==> src/rtl/seg_scan_if.sv <==
// Bundle between a multiplexed 7-segment bus monitor and its consumer:
// the active-low segment/anode bus in, decoded per-digit state out.
interface seg_scan_if #(
    parameter int DIGITS = 8
);
    logic [7:0]          seg_in;
    logic [DIGITS-1:0]   an_in;
    logic [4*DIGITS-1:0] digit_val;
    logic [DIGITS-1:0]   digit_ok;
    logic [DIGITS-1:0]   digit_dp;
    logic                frame_valid;
    logic                err;

    modport master (
        output seg_in, an_in,
        input  digit_val, digit_ok, digit_dp, frame_valid, err
    );

    modport slave (
        input  seg_in, an_in,
        output digit_val, digit_ok, digit_dp, frame_valid, err
    );
endinterface

==> src/rtl/seg_scan_decoder.sv <==
// Recovers the hex nibble shown on each digit of a multiplexed active-low
// 7-segment bus, committing a digit only after a stable dwell.
module seg_scan_decoder #(
    parameter int DIGITS     = 8,
    parameter int STABLE_CNT = 4
) (
    input logic     clk,
    input logic     rst,
    seg_scan_if.slave bus
);
    localparam logic [7:0] SAT = 8'(STABLE_CNT);

    logic [7:0]          seg_q, seg_p;
    logic [DIGITS-1:0]   an_q, an_p;
    logic [7:0]          cnt, cnt_next;
    logic [DIGITS-1:0]   sel, commit_vec, mask;
    logic                is_idle, is_multi, is_single, same;
    logic                commit, legal, blank;
    logic [3:0]          nibble;
    logic [4*DIGITS-1:0] val_r;
    logic [DIGITS-1:0]   ok_r, dp_r;
    logic                fv_r, err_r;

    // Segment bits 6:0 are active-low g..a; returns {legal, nibble}.
    function automatic logic [4:0] glyph_decode(input logic [6:0] s);
        case (s)
            7'h40:   glyph_decode = {1'b1, 4'h0};
            7'h79:   glyph_decode = {1'b1, 4'h1};
            7'h24:   glyph_decode = {1'b1, 4'h2};
            7'h30:   glyph_decode = {1'b1, 4'h3};
            7'h19:   glyph_decode = {1'b1, 4'h4};
            7'h12:   glyph_decode = {1'b1, 4'h5};
            7'h02:   glyph_decode = {1'b1, 4'h6};
            7'h78:   glyph_decode = {1'b1, 4'h7};
            7'h00:   glyph_decode = {1'b1, 4'h8};
            7'h10:   glyph_decode = {1'b1, 4'h9};
            7'h08:   glyph_decode = {1'b1, 4'hA};
            7'h03:   glyph_decode = {1'b1, 4'hB};
            7'h46:   glyph_decode = {1'b1, 4'hC};
            7'h21:   glyph_decode = {1'b1, 4'hD};
            7'h06:   glyph_decode = {1'b1, 4'hE};
            7'h0E:   glyph_decode = {1'b1, 4'hF};
            default: glyph_decode = {1'b0, 4'h0};
        endcase
    endfunction

    always_comb begin
        sel       = ~an_q;
        is_idle   = (sel == '0);
        is_multi  = ((sel & (sel - DIGITS'(1))) != '0);
        is_single = !is_idle && !is_multi;
        same      = (seg_q == seg_p) && (an_q == an_p);
        {legal, nibble} = glyph_decode(seg_q[6:0]);
        blank     = (seg_q[6:0] == 7'h7F);

        if (!is_single)
            cnt_next = '0;
        else if (same)
            cnt_next = (cnt == SAT) ? cnt : cnt + 8'd1;
        else
            cnt_next = 8'd1;

        // Commit only on the step into saturation, never while holding there.
        commit     = is_single && (cnt_next == SAT) && (cnt != SAT);
        commit_vec = commit ? sel : '0;
    end

    always_ff @(posedge clk or posedge rst) begin
        if (rst) begin
            seg_q <= '1;
            an_q  <= '1;
            seg_p <= '1;
            an_p  <= '1;
            cnt   <= '0;
        end else begin
            seg_q <= bus.seg_in;
            an_q  <= bus.an_in;
            seg_p <= seg_q;
            an_p  <= an_q;
            cnt   <= cnt_next;
        end
    end

    always_ff @(posedge clk or posedge rst) begin
        if (rst) begin
            val_r <= '0;
            ok_r  <= '0;
            dp_r  <= '0;
            mask  <= '0;
            fv_r  <= 1'b0;
            err_r <= 1'b0;
        end else begin
            for (int k = 0; k < DIGITS; k++) begin
                if (commit_vec[k]) begin
                    dp_r[k] <= ~seg_q[7];
                    ok_r[k] <= legal;
                    if (legal)
                        val_r[4*k +: 4] <= nibble;
                end
            end

            err_r <= is_multi || (commit && !legal && !blank);

            // A full mask is reported one edge later; a commit landing on
            // that clearing edge survives into the next frame.
            fv_r <= (mask == '1);
            if (mask == '1)
                mask <= commit_vec;
            else
                mask <= mask | commit_vec;
        end
    end

    assign bus.digit_val   = val_r;
    assign bus.digit_ok    = ok_r;
    assign bus.digit_dp    = dp_r;
    assign bus.frame_valid = fv_r;
    assign bus.err         = err_r;
endmodule
==> src/flat_wrapper.sv <==
// flat-port wrapper written by rule: the top's interface ports become plain ports
module seg_scan_decoder_flat 
#(
    parameter int DIGITS     = 8,
    parameter int STABLE_CNT = 4
)
  (clk, rst, bus_seg_in, bus_an_in, bus_digit_val, bus_digit_ok, bus_digit_dp, bus_frame_valid, bus_err);
  seg_scan_if #(.DIGITS(DIGITS)) bus_i ();
  input logic clk;
  input logic rst;
  input wire logic [$bits(bus_i.seg_in)-1:0] bus_seg_in;
  input wire logic [$bits(bus_i.an_in)-1:0] bus_an_in;
  output wire logic [$bits(bus_i.digit_val)-1:0] bus_digit_val;
  output wire logic [$bits(bus_i.digit_ok)-1:0] bus_digit_ok;
  output wire logic [$bits(bus_i.digit_dp)-1:0] bus_digit_dp;
  output wire logic [$bits(bus_i.frame_valid)-1:0] bus_frame_valid;
  output wire logic [$bits(bus_i.err)-1:0] bus_err;
  assign bus_i.seg_in = bus_seg_in;
  assign bus_i.an_in = bus_an_in;
  assign bus_digit_val = bus_i.digit_val;
  assign bus_digit_ok = bus_i.digit_ok;
  assign bus_digit_dp = bus_i.digit_dp;
  assign bus_frame_valid = bus_i.frame_valid;
  assign bus_err = bus_i.err;
  seg_scan_decoder #(.DIGITS(DIGITS), .STABLE_CNT(STABLE_CNT)) u_core (.clk(clk), .rst(rst), .bus(bus_i));
endmodule
==> config.mk <==
export PLATFORM = sky130hd
export DESIGN_NAME = seg_scan_decoder_flat
export DESIGN_NICKNAME = d
export VERILOG_FILES = /design/src/rtl/seg_scan_if.sv /design/src/rtl/seg_scan_decoder.sv /design/src/flat_wrapper.sv
export SDC_FILE = /design/constraint.sdc
export NUM_CORES = 1
export LEC_CHECK = 0
export CORE_MARGIN = 10
export CORE_UTILIZATION = 53
export CTS_CLUSTER_DIAMETER = 120
export DETAILED_ROUTE_END_ITERATION = 8
export PLACE_DENSITY = 0.79
export SYNTH_ARGS = -nofsm -noshare
export SYNTH_HDL_FRONTEND = slang
export SYNTH_SLANG_ARGS = --single-unit
==> constraint.sdc <==
create_clock -name clk -period 4.1 [get_ports clk]
set_input_delay 0.615 -clock clk [delete_from_list [all_inputs] [get_ports clk]]
set_output_delay 0.615 -clock clk [all_outputs]
set_load 0.01 [all_outputs]
=== Word-level counts from Yosys, hierarchy flattened ===
Cells that the tools add are included.

* Eq/ne operators: 22
* Muxes and demuxes: 6
* Bitwise gates (word level): 4
* Add/sub/neg operators: 2
* Reductions and logical operators: 22

{| class="wikitable"
|+ Operators by type and width
! operator !! number
|-
| 5-bit one-hot mux with 16 select lines || 1
|-
| 8-bit two-way mux || 5
|-
| 7-bit equality test (second input constant) || 5
|-
| 7-bit by 5-bit equality test with 1-bit output (second input constant) || 3
|-
| 7-bit by 6-bit equality test with 1-bit output (second input constant) || 3
|-
| 8-bit by 3-bit equality test with 1-bit output (second input constant) || 2
|-
| 8-bit equality test || 2
|-
| 2-bit AND reduction || 8
|-
| 7-bit by 2-bit equality test with 1-bit output (second input constant) || 2
|-
| 7-bit by 4-bit equality test with 1-bit output (second input constant) || 2
|-
| 8-bit by 1-bit adder with 8-bit output (second input constant) || 1
|-
| 8-bit bitwise AND || 1
|-
| 8-bit equality test (second input constant) || 1
|-
| 8-bit zero test || 1
|-
| 8-bit by 3-bit != test with 1-bit output (second input constant) || 1
|-
| 8-bit NOT || 1
|-
| 8-bit bitwise OR || 1
|-
| 8-bit nonzero test || 1
|-
| 8-bit by 1-bit subtractor with 8-bit output (second input constant) || 1
|-
| 7-bit by 3-bit equality test with 1-bit output (second input constant) || 1
|-
| 7-bit zero test || 1
|-
| 1-bit logical AND || 6
|-
| 1-bit zero test || 4
|-
| 1-bit logical OR || 1
|-
| 1-bit NOT || 1
|}

* Output and inout port bits: 50
* Register bits after elaboration: 98

=== Depth between registers and ports, before layout ===
Gate-level depths: netlist of the first run.

* Word-level depth: 13
* Gate-level depth with buffers: 8
* Mapped depth without buffers: 7

=== Worst setup path before layout of the first run ===
Ideal clock, no wire load.

* Path type: flip-flop to flip-flop
* Start: register u_core.cnt[0]
* End: register u_core.val_r[21] (netlist: u_core.bus.digit_val[21])
* Required time: 3.972 ns
* Data arrival time: 2.591 ns
* Stages on the path, launching flop included: 9
* Library setup time: 0.128 ns
* Slack: 1.382 ns
* Cells stage by stage: dfrtp_1 > ha_1 > or4b_2 > o21ai_0 > o2111ai_1 > a2111o_1 > buf_2 > nor3_4 > mux2_1

* Word-level cells in the longest chain between the ends: 9
* Elaborated cells between the ends (all ways): 11

{| class="wikitable"
|+ Ends and longest elaborated chain
! what !! line !! text
|-
| start, declared || seg_scan_decoder.sv:15 || <nowiki>logic [7:0] cnt, cnt_next;</nowiki>
|-
| start signal, assigned || seg_scan_decoder.sv:80 || <nowiki>cnt <= cnt_next;</nowiki>
|-
| 8-bit by 1-bit adder with 8-bit output / 8-bit by 3-bit equality test with 1-bit output (equally long branches) || seg_scan_decoder.sv:59 || <nowiki>cnt_next = (cnt == SAT) ? cnt : cnt + 8'd1;</nowiki>
|-
| 8-bit two-way mux || seg_scan_decoder.sv:59 ||
|-
| 8-bit two-way mux || seg_scan_decoder.sv:58 || <nowiki>else if (same)</nowiki>
|-
| 8-bit two-way mux || seg_scan_decoder.sv:56 || <nowiki>if (!is_single)</nowiki>
|-
| 8-bit by 3-bit equality test with 1-bit output || seg_scan_decoder.sv:64 || <nowiki>commit = is_single && (cnt_next == SAT) && (cnt != SAT);</nowiki>
|-
| 1-bit logical AND || seg_scan_decoder.sv:64 ||
|-
| 1-bit logical AND (*) || seg_scan_decoder.sv:64 ||
|-
| 8-bit two-way mux (*) || seg_scan_decoder.sv:65 || <nowiki>commit_vec = commit ? sel : '0;</nowiki>
|-
| 2-bit AND reduction (no line) (*) || -- ||
|-
| end signal, assigned by index || seg_scan_decoder.sv:98 || <nowiki>val_r[4*k +: 4] <= nibble;</nowiki>
|-
| end, declared || seg_scan_decoder.sv:20 || <nowiki>logic [4*DIGITS-1:0] val_r;</nowiki>
|}

Every way passes the cells marked *; elsewhere a longest branch is shown, timed or not.
A chain may end at the register's enable or synchronous reset.

=== Worst setup path after layout of the first run ===
* Start: register u_core.cnt[0]
* End: register u_core.val_r[5] (netlist: u_core.bus.digit_val[5])

The elaborated chain is that of the path after synthesis.

==> results of run 1 <==
-- synthesized netlist by cell type, drive strengths merged (7+ instances only) --
cell type  number
a22o            7
nand3           8
a21o            9
xor2           19
or3            11
nor2           25
mux2           33
nor3            7
buf             8
dfrtp          66
inv            15
clkbuf          9
nand4           9
dfstp          32
o21ai           8
mux2i           9
nand2           9
-- metrics by stage --
| step | power (mW) | util [%] | std cells |
|---|---|---|---|
| finish | 1.75 | 67.1 | 512 |
| detailed placement | 1.13 | 64.4 | 496 |
| global placement | 1.13 | 64.4 | 496 |
| global route | 1.82 | 67.1 | 512 |
| CTS | 1.77 | 67.1 | 512 |
| floorplan | 1.09 | - | 342 |
-- state kept, by name (all words and copies together) (netlist names) --
signal and cells:
u_core.bus.digit_val 32, u_core.an_p 8, u_core.an_q 8, u_core.bus.digit_dp 8, u_core.bus.digit_ok 8, u_core.cnt 8, u_core.mask 8, u_core.seg_p 8
u_core.seg_q 8, u_core.bus.err 1, u_core.bus.frame_valid 1
-- worst paths after layout --
kind / end / startpoint / slack (ps)
max in group asynchronous: u_core.seg_p[7] / rst / 2490
worst min-delay path: u_core.an_p[2] / u_core.an_q[2] / 420
min in group asynchronous: u_core.bus.digit_val[21] / rst / 670
worst min register to register: u_core.an_p[2] / u_core.an_q[2] / 420
worst max register to register: u_core.bus.digit_val[5] / u_core.cnt[0] / 980
worst max-delay path: u_core.bus.digit_val[5] / u_core.cnt[0] / 980
-- area by class of cell --
| type | instances | area, um^2 | area share [%] |
|---|---|---|---|
| Sequential cell | 98 | 2490 | 47.6 |
| Multi-Input combinational cell | 212 | 1660 | 31.8 |
| Timing Repair Buffer | 69 | 686 | 13.1 |
| Tap cell | 102 | 128 | 2.44 |
| Clock buffer | 9 | 124 | 2.37 |
| Clock inverter | 7 | 86.3 | 1.65 |
| Inverter | 15 | 57.6 | 1.10 |
-- power by group through the flow --
stage	clock network (mW)	registers, mW	logic [mW]
2_1_floorplan	0	1.02	0.0669
3_3_place_gp	0	1.05	0.0814
3_5_place_dp	0	1.05	0.0825
4_1_cts	0.659	1.03	0.0830
5_1_grt	0.696	1.03	0.0912
6_report	0.643	1.03	0.0808
-- cell usage in the layout (no fill, tap or decap), types with 3 or more instances in the layout --
cell             count
or3_1                4
o21ai_0              8
clkinv_4             3
inv_1               14
nor2_2               8
dfstp_2             32
a211oi_1             3
clkbuf_8             9
nor2_1              17
xor2_1              19
or4_1                3
nand2b_1             4
xnor2_1              5
a21oi_1              3
mux2_1              25
clkdlybuf4s50_1     67
nor4_1               4
nand4_1              9
and3_1               3
mux2i_1              9
a21o_1               9
mux2_2               8
dfrtp_1             66
nand2_1              9
nand3_1              8
or3_4                7
nor3_1               5
a22o_1               7
-- cell families after synthesis --
logic type | count (synthesis) | synth area share (%)
and+or+nand+nor | 97 | 14.3
AOI/OAI and AO/OA | 46 | 8.07
muxes | 42 | 10.8
DFF | 98 | 58.2
xor gates and xnor gates | 24 | 4.91
adders and majority gates | 3 | 0.818
buffers and inverters | 32 | 2.92
-- metal layers --
metal,up-vias,part of all wire [%]
met2,88,49
met3,8,6.6
met5,-,0
met4,0,0.91
li1,1359,-
met1,1451,43
==> summary.txt, run 1 <==
Timing
  – Final min period: 3120 ps
  – Final setup violation count: 0
  – Fmax: 0.321 GHz
  – Fin Hold WS: 425 ps
  – Final TNS setup: 0 ps
  – Pins over their slew limit: 0
  – Worst slew margin: 25.3%
  – Fin Clk Skew: 13.2 ps
  – Tightest Pin Transition: 1100 ps
  – Final hold violations: 0
  – Unrepaired setup endpoints after global routing: no
  – Final worst path period share: 76.1%
  – PnR worst setup slack: 981 ps

Die
  – Rows: 32
  – Initial core utilization: 54.8%
  – Die Area: 0.0121 mm^2
  – Die H: 110 um
  – Die Wd: 110 um
  – Core area: 0.00781 mm^2
  – Ports: 68

Finish
  – Layout cell share with drive strength beyond 1: 19.5%
  – Area added between synthesis and finish: 22.3%
  – Fill count: 584
  – N_diodes: 0
  – Final Cell Area: 0.00524 mm^2
  – Layout Nets: 425

Global route
  – Top Usage Layer GRT: met2
  – Pin count of the biggest net entering global routing: 47
  – GR Util met3: 4.80%
  – First-pass GRT wire length: 15200 um
  – Total Routing Usage GR: 16.1%
  – Grt total ovfl: 0
  – Grt met1 use: 20.8%
  – M2 GR Usage: 26.0%
  – Antenna violations before repair: 0
  – Vias in the first global route: 2875

Run status
  – Status: finished clean

CTS
  – Clk sink count: 98
  – Post-CTS Resized: 0
  – Root buf cell: clkbuf_8
  – CTS max path bufs: 2
  – Clock-pin slew on the worst setup and hold paths: 90 ps
  – CTS tree: yes
  – CTS H-tree lvls: 3
  – Clock Latency Late Sink: 370 ps
  – Setup Buffers After CTS: 0
  – Hold buffer count at cts: 0
  – CTS Buf Count: 9

Worst setup path
  – Worst Reg-to-Reg Cells: 7
  – Worst Setup End Kind: flop
  – Critical path depth: 7
  – Critical Path AT: 3370 ps
  – CP startpoint kind: flop
  – Critical path's slowest cell: or4b_2
  – Worst path bufs/invs: 0
  – Worst EP required: 4350 ps
  – Worst-path fanout max: 17
  – Worst path top cell family by delay: simple AND/OR/NAND/NOR gates
  – CP Cell Sequence: ha_1 -> or4b_2 -> o21ai_0 -> o2111ai_1 -> a2111o_1 -> or3_4 -> mux2_1
  – Max stage delay on crit path: 660 ps
  – CP Class: reg -> reg

Power
  – Leakage: 2.28 nW
  – Clock share of power: 36.7%
  – Seq pwr share: 58.7%
  – Switch Pwr: 0.427 mW
  – Internal power: 1.33 mW
  – Switching share of total power: 24.3%
  – Combinational Power Share: 4.6%
  – Worst vdd ir: 0.000239 V
  – PwrDens: 335 mW/mm^2

Yosys
  – Post-Synthesis Cell Area: 0.00428 mm^2
  – FFs w/ async S/R, synth: 100%
  – Share of the synthesized area in the top cell type: 38.6%
  – Post-Syn Area per Cell: 12.5 um^2
  – Post-synth EDFFs: 0
  – Syn Inst Count: 342
  – Ranking of synthesized cells by area: dfrtp_1 (39%), dfstp_2 (20%), mux2_1 (6.6%)
  – Synth Register Bits: 98
  – Dominant cell type by area after synthesis: dfrtp_1
  – Synth Flop Type: dfrtp_1
  – Post-synthesis sequential area ratio: 58.2%
  – Ys Warns: 0
  – Post-Syn Nets: 362
  – Yosys cell types: 58

Routing
  – Wirelength per Cell: 18.2 um
  – Initial DRC count: 148
  – Antenna viol nets, final: 0
  – Vias: 2906
  – Vias/cell: 5.68
  – Final WL: 9310 um
  – # DRC: 0
  – Drt pass-1 iters: 4

Place
  – Detailed Place HPWL: 6820 um
  – GP Congestion: 0.806
  – Post-Place Cell Area: 0.00503 mm^2
  – Pre-CTS WS: 1010 ps
  – I/O Buffers: 67

Hold path
  – WHS Path Cells: 0
  – HP Class: reg -> reg

Run
  – Max Cap Viol: 0
Note: power is estimated with default switching activity, not from simulation.
==> run 2, diff against run 1 <==
- clock period: 4.1 -> 3.2 ns (I/O delays scaled with it)
==> run 2 against run 1 <==
Net effect: routed wire length increased by 1.7%; clock power increased by 34%; clock-buffer cell count up 1; non-clock buffer count grew 7; critical path type unchanged; largest cell class unchanged; largest power group unchanged.
==> summary.txt, run 2 (same netlist as run 1, synthesis figures left out) <==
Finish
  – Layout cell share with drive strength beyond 1: 20.9% (was 19.5%)
  – Most frequent cells in the layout: clkdlybuf4s50_1 (67), dfrtp_1 (66), dfstp_2 (32) (unchanged)
  – Commonest non-fill, non-tap cell in the layout: clkdlybuf4s50_1 (unchanged)
  – Number of flip-flops in the largest register: 32 (unchanged)
  – Non-Filler Instances: 519 (was 512)
  – Layout Nets: 432 (was 425)
  – Fill count: 588 (was 584)
  – Area added between synthesis and finish: 24.1% (was 22.3%)
  – N_diodes: 0 (unchanged)

Routing
  – Initial DRC count: 168 (was 148)
  – Drt pass-1 iters: 4 (unchanged)
  – # DRC: 0 (unchanged)
  – Wirelength per Cell: 18.2 um (about the same)
  – Final WL: 9470 um (was 9310 um)
  – Antenna viol nets, final: 0 (unchanged)
  – Vias: 2883 (was 2906)
  – Vias/cell: 5.55 (was 5.68)

Worst setup path
  – CP Cell Sequence: ha_1 -> or4b_2 -> o21ai_0 -> o2111ai_1 -> a2111o_2 -> buf_4 -> nor2_2 -> mux2_2 (was ha_1 -> or4b_2 -> o21ai_0 -> o2111ai_1 -> a2111o_1 -> or3_4 -> mux2_1)
  – Worst Setup End Kind: flop (unchanged)
  – R2R setup slack: 220 ps (was 980 ps)
  – Worst r2r src: u_core.cnt[0] (unchanged)
  – Critical Path AT: 3230 ps (was 3370 ps)
  – Origin of the worst setup path: u_core.cnt[0] (unchanged)
  – Worst path top cell family by delay: simple AND/OR/NAND/NOR gates (unchanged)
  – Worst-path fanout max: 13 (was 17)
  – Critical path's slowest cell: or4b_2 (unchanged)
  – Worst path bufs/invs: 1 (was 0)
  – Critical path depth: 8 (was 7)
  – CP Class: reg -> reg (unchanged)
  – Worst EP required: 3450 ps (was 4350 ps)
  – Crit path capture: u_core.bus.digit_ok[5] (was u_core.bus.digit_val[5])
  – Worst Reg-to-Reg Cells: 8 (was 7)
  – Max stage delay on crit path: 660 ps (about the same)
  – Capturing point of the worst reg2reg path: u_core.bus.digit_ok[5] (was u_core.bus.digit_val[5])
  – CP startpoint kind: flop (unchanged)

Place
  – Cell count after placement: 503 (was 496)
  – Detailed Place HPWL: 6850 um (was 6820 um)
  – I/O Buffers: 67 (unchanged)
  – GP Congestion: 0.886 (was 0.806)

CTS
  – Setup Buffers After CTS: 0 (unchanged)
  – CTS max path bufs: 2 (unchanged)
  – Clock-pin slew on the worst setup and hold paths: 90 ps (about the same)
  – CTS tree: yes (unchanged)
  – Clock Latency Late Sink: 360 ps (was 370 ps)
  – Root buf cell: clkbuf_8 (unchanged)
  – Clk sink count: 98 (unchanged)
  – CTS Buf Count: 9 (unchanged)
  – CTS H-tree lvls: 3 (unchanged)

Timing
  – Pins over their slew limit: 0 (unchanged)
  – Tightest Pin Transition: 736 ps (was 1100 ps)
  – Final min period: 2980 ps (was 3120 ps)
  – Final worst path period share: 93.1% (was 76.1%)
  – Final setup violation count: 0 (unchanged)
  – Unrepaired setup endpoints after global routing: no (unchanged)
  – Fmax: 0.336 GHz (was 0.321 GHz)
  – Worst slew margin: 50.9% (was 25.3%)
  – Final hold violations: 0 (unchanged)
  – Final TNS setup: 0 ps (unchanged)
  – Fin Clk Skew: 11.5 ps (was 13.2 ps)

Global route
  – Vias in the first global route: 2970 (was 2875)
  – First-pass GRT wire length: 15600 um (was 15200 um)
  – Antenna violations before repair: 0 (unchanged)
  – Pin count of the biggest net entering global routing: 55 (was 47)
  – Total Routing Usage GR: 16.2% (was 16.1%)
  – Grt total ovfl: 0 (unchanged)

Die
  – Die Area: 0.0121 mm^2 (unchanged)
  – Core area: 0.00781 mm^2 (unchanged)
  – Rows: 32 (unchanged)
  – Die H: 110 um (unchanged)
  – Die Wd: 110 um (unchanged)
  – Initial core utilization: 54.8% (unchanged)
  – Ports: 68 (unchanged)

Power
  – Worst vdd ir: 0.000276 V (was 0.000239 V)
  – PwrDens: 432 mW/mm^2 (was 335 mW/mm^2)
  – Leakage: 2.33 nW (was 2.28 nW)

Run
  – Max Cap Viol: 0 (unchanged)

Hold path
  – HP Class: reg -> reg (unchanged)

Run status
  – Status: finished clean (unchanged)
## run 2: cell count changes in the layout (fill, tap and decap cells not counted)
cell,previous run,this run
clkbuf_1,0,1
buf_12,0,1
inv_6,0,1
bufinv_16,1,2
buf_4,2,8
a2111o_2,0,1
clkinv_2,1,2
clkinv_4,3,1
a2111o_1,1,0
inv_8,2,0
## run 2: worst min-delay path by stage
stage,start,to,slack (ps),cells past startpoint
detailed placement,u_core.an_q[3],u_core.an_p[3],420,0
floorplan,u_core.an_q[5],u_core.an_p[5],350,0
global placement,u_core.an_q[1],u_core.an_p[1],420,0
finish,u_core.an_q[3],u_core.an_p[3],440,0
CTS,u_core.an_q[3],u_core.an_p[3],440,0
global route,u_core.an_q[1],u_core.an_p[1],440,0
## run 2: metal layers
metal,routed length [um],part of all wire (%),global-route usage (%)
met5,0,0,0
met4,89,0.94,4.83
met3,592,6.3,4.21
met2,4720,50,26.2
met1,4070,43,20.9
## run 2: what timing repair did
item / CTS / global route
gates resized for setup: 0 / 1
hold buffers: 0 / 0
setup endpoints to repair: 0 / 1
## run 2: layout make-up
class,instances,area [um^2],share of cell area (%)
clock buffer,10,128,2.40
timing repair buffer,76,751,14.1
tap,102,128,2.40
clock inverter,6,90.1,1.70
sequential,98,2490,46.9
inverter,15,57.6,1.08
multi-input combinational,212,1660,31.3
## run 2: power breakdown
part / total [mW] / internal [mW] / switching [mW]
logic: 0.117 / 0.0533 / 0.0634
clock network: 0.861 / 0.443 / 0.418
registers: 1.31 / 1.28 / 0.0382
total: 2.29 / 1.77 / 0.519
## run 2: metrics by stage
stage | cell area, um^2 | setup slack, ps | hold WS [ps] | util, % | power [mW]
floorplan | 4280 | 211 | 352 | - | 1.40
global placement | 5090 | 228 | 424 | 65.2 | 1.45
detailed placement | 5090 | 178 | 424 | 65.2 | 1.46
CTS | 5310 | 162 | 438 | 68.0 | 2.32
global route | 5310 | 73.9 | 444 | 68.0 | 2.38
finish | 5310 | 222 | 437 | 68.0 | 2.29
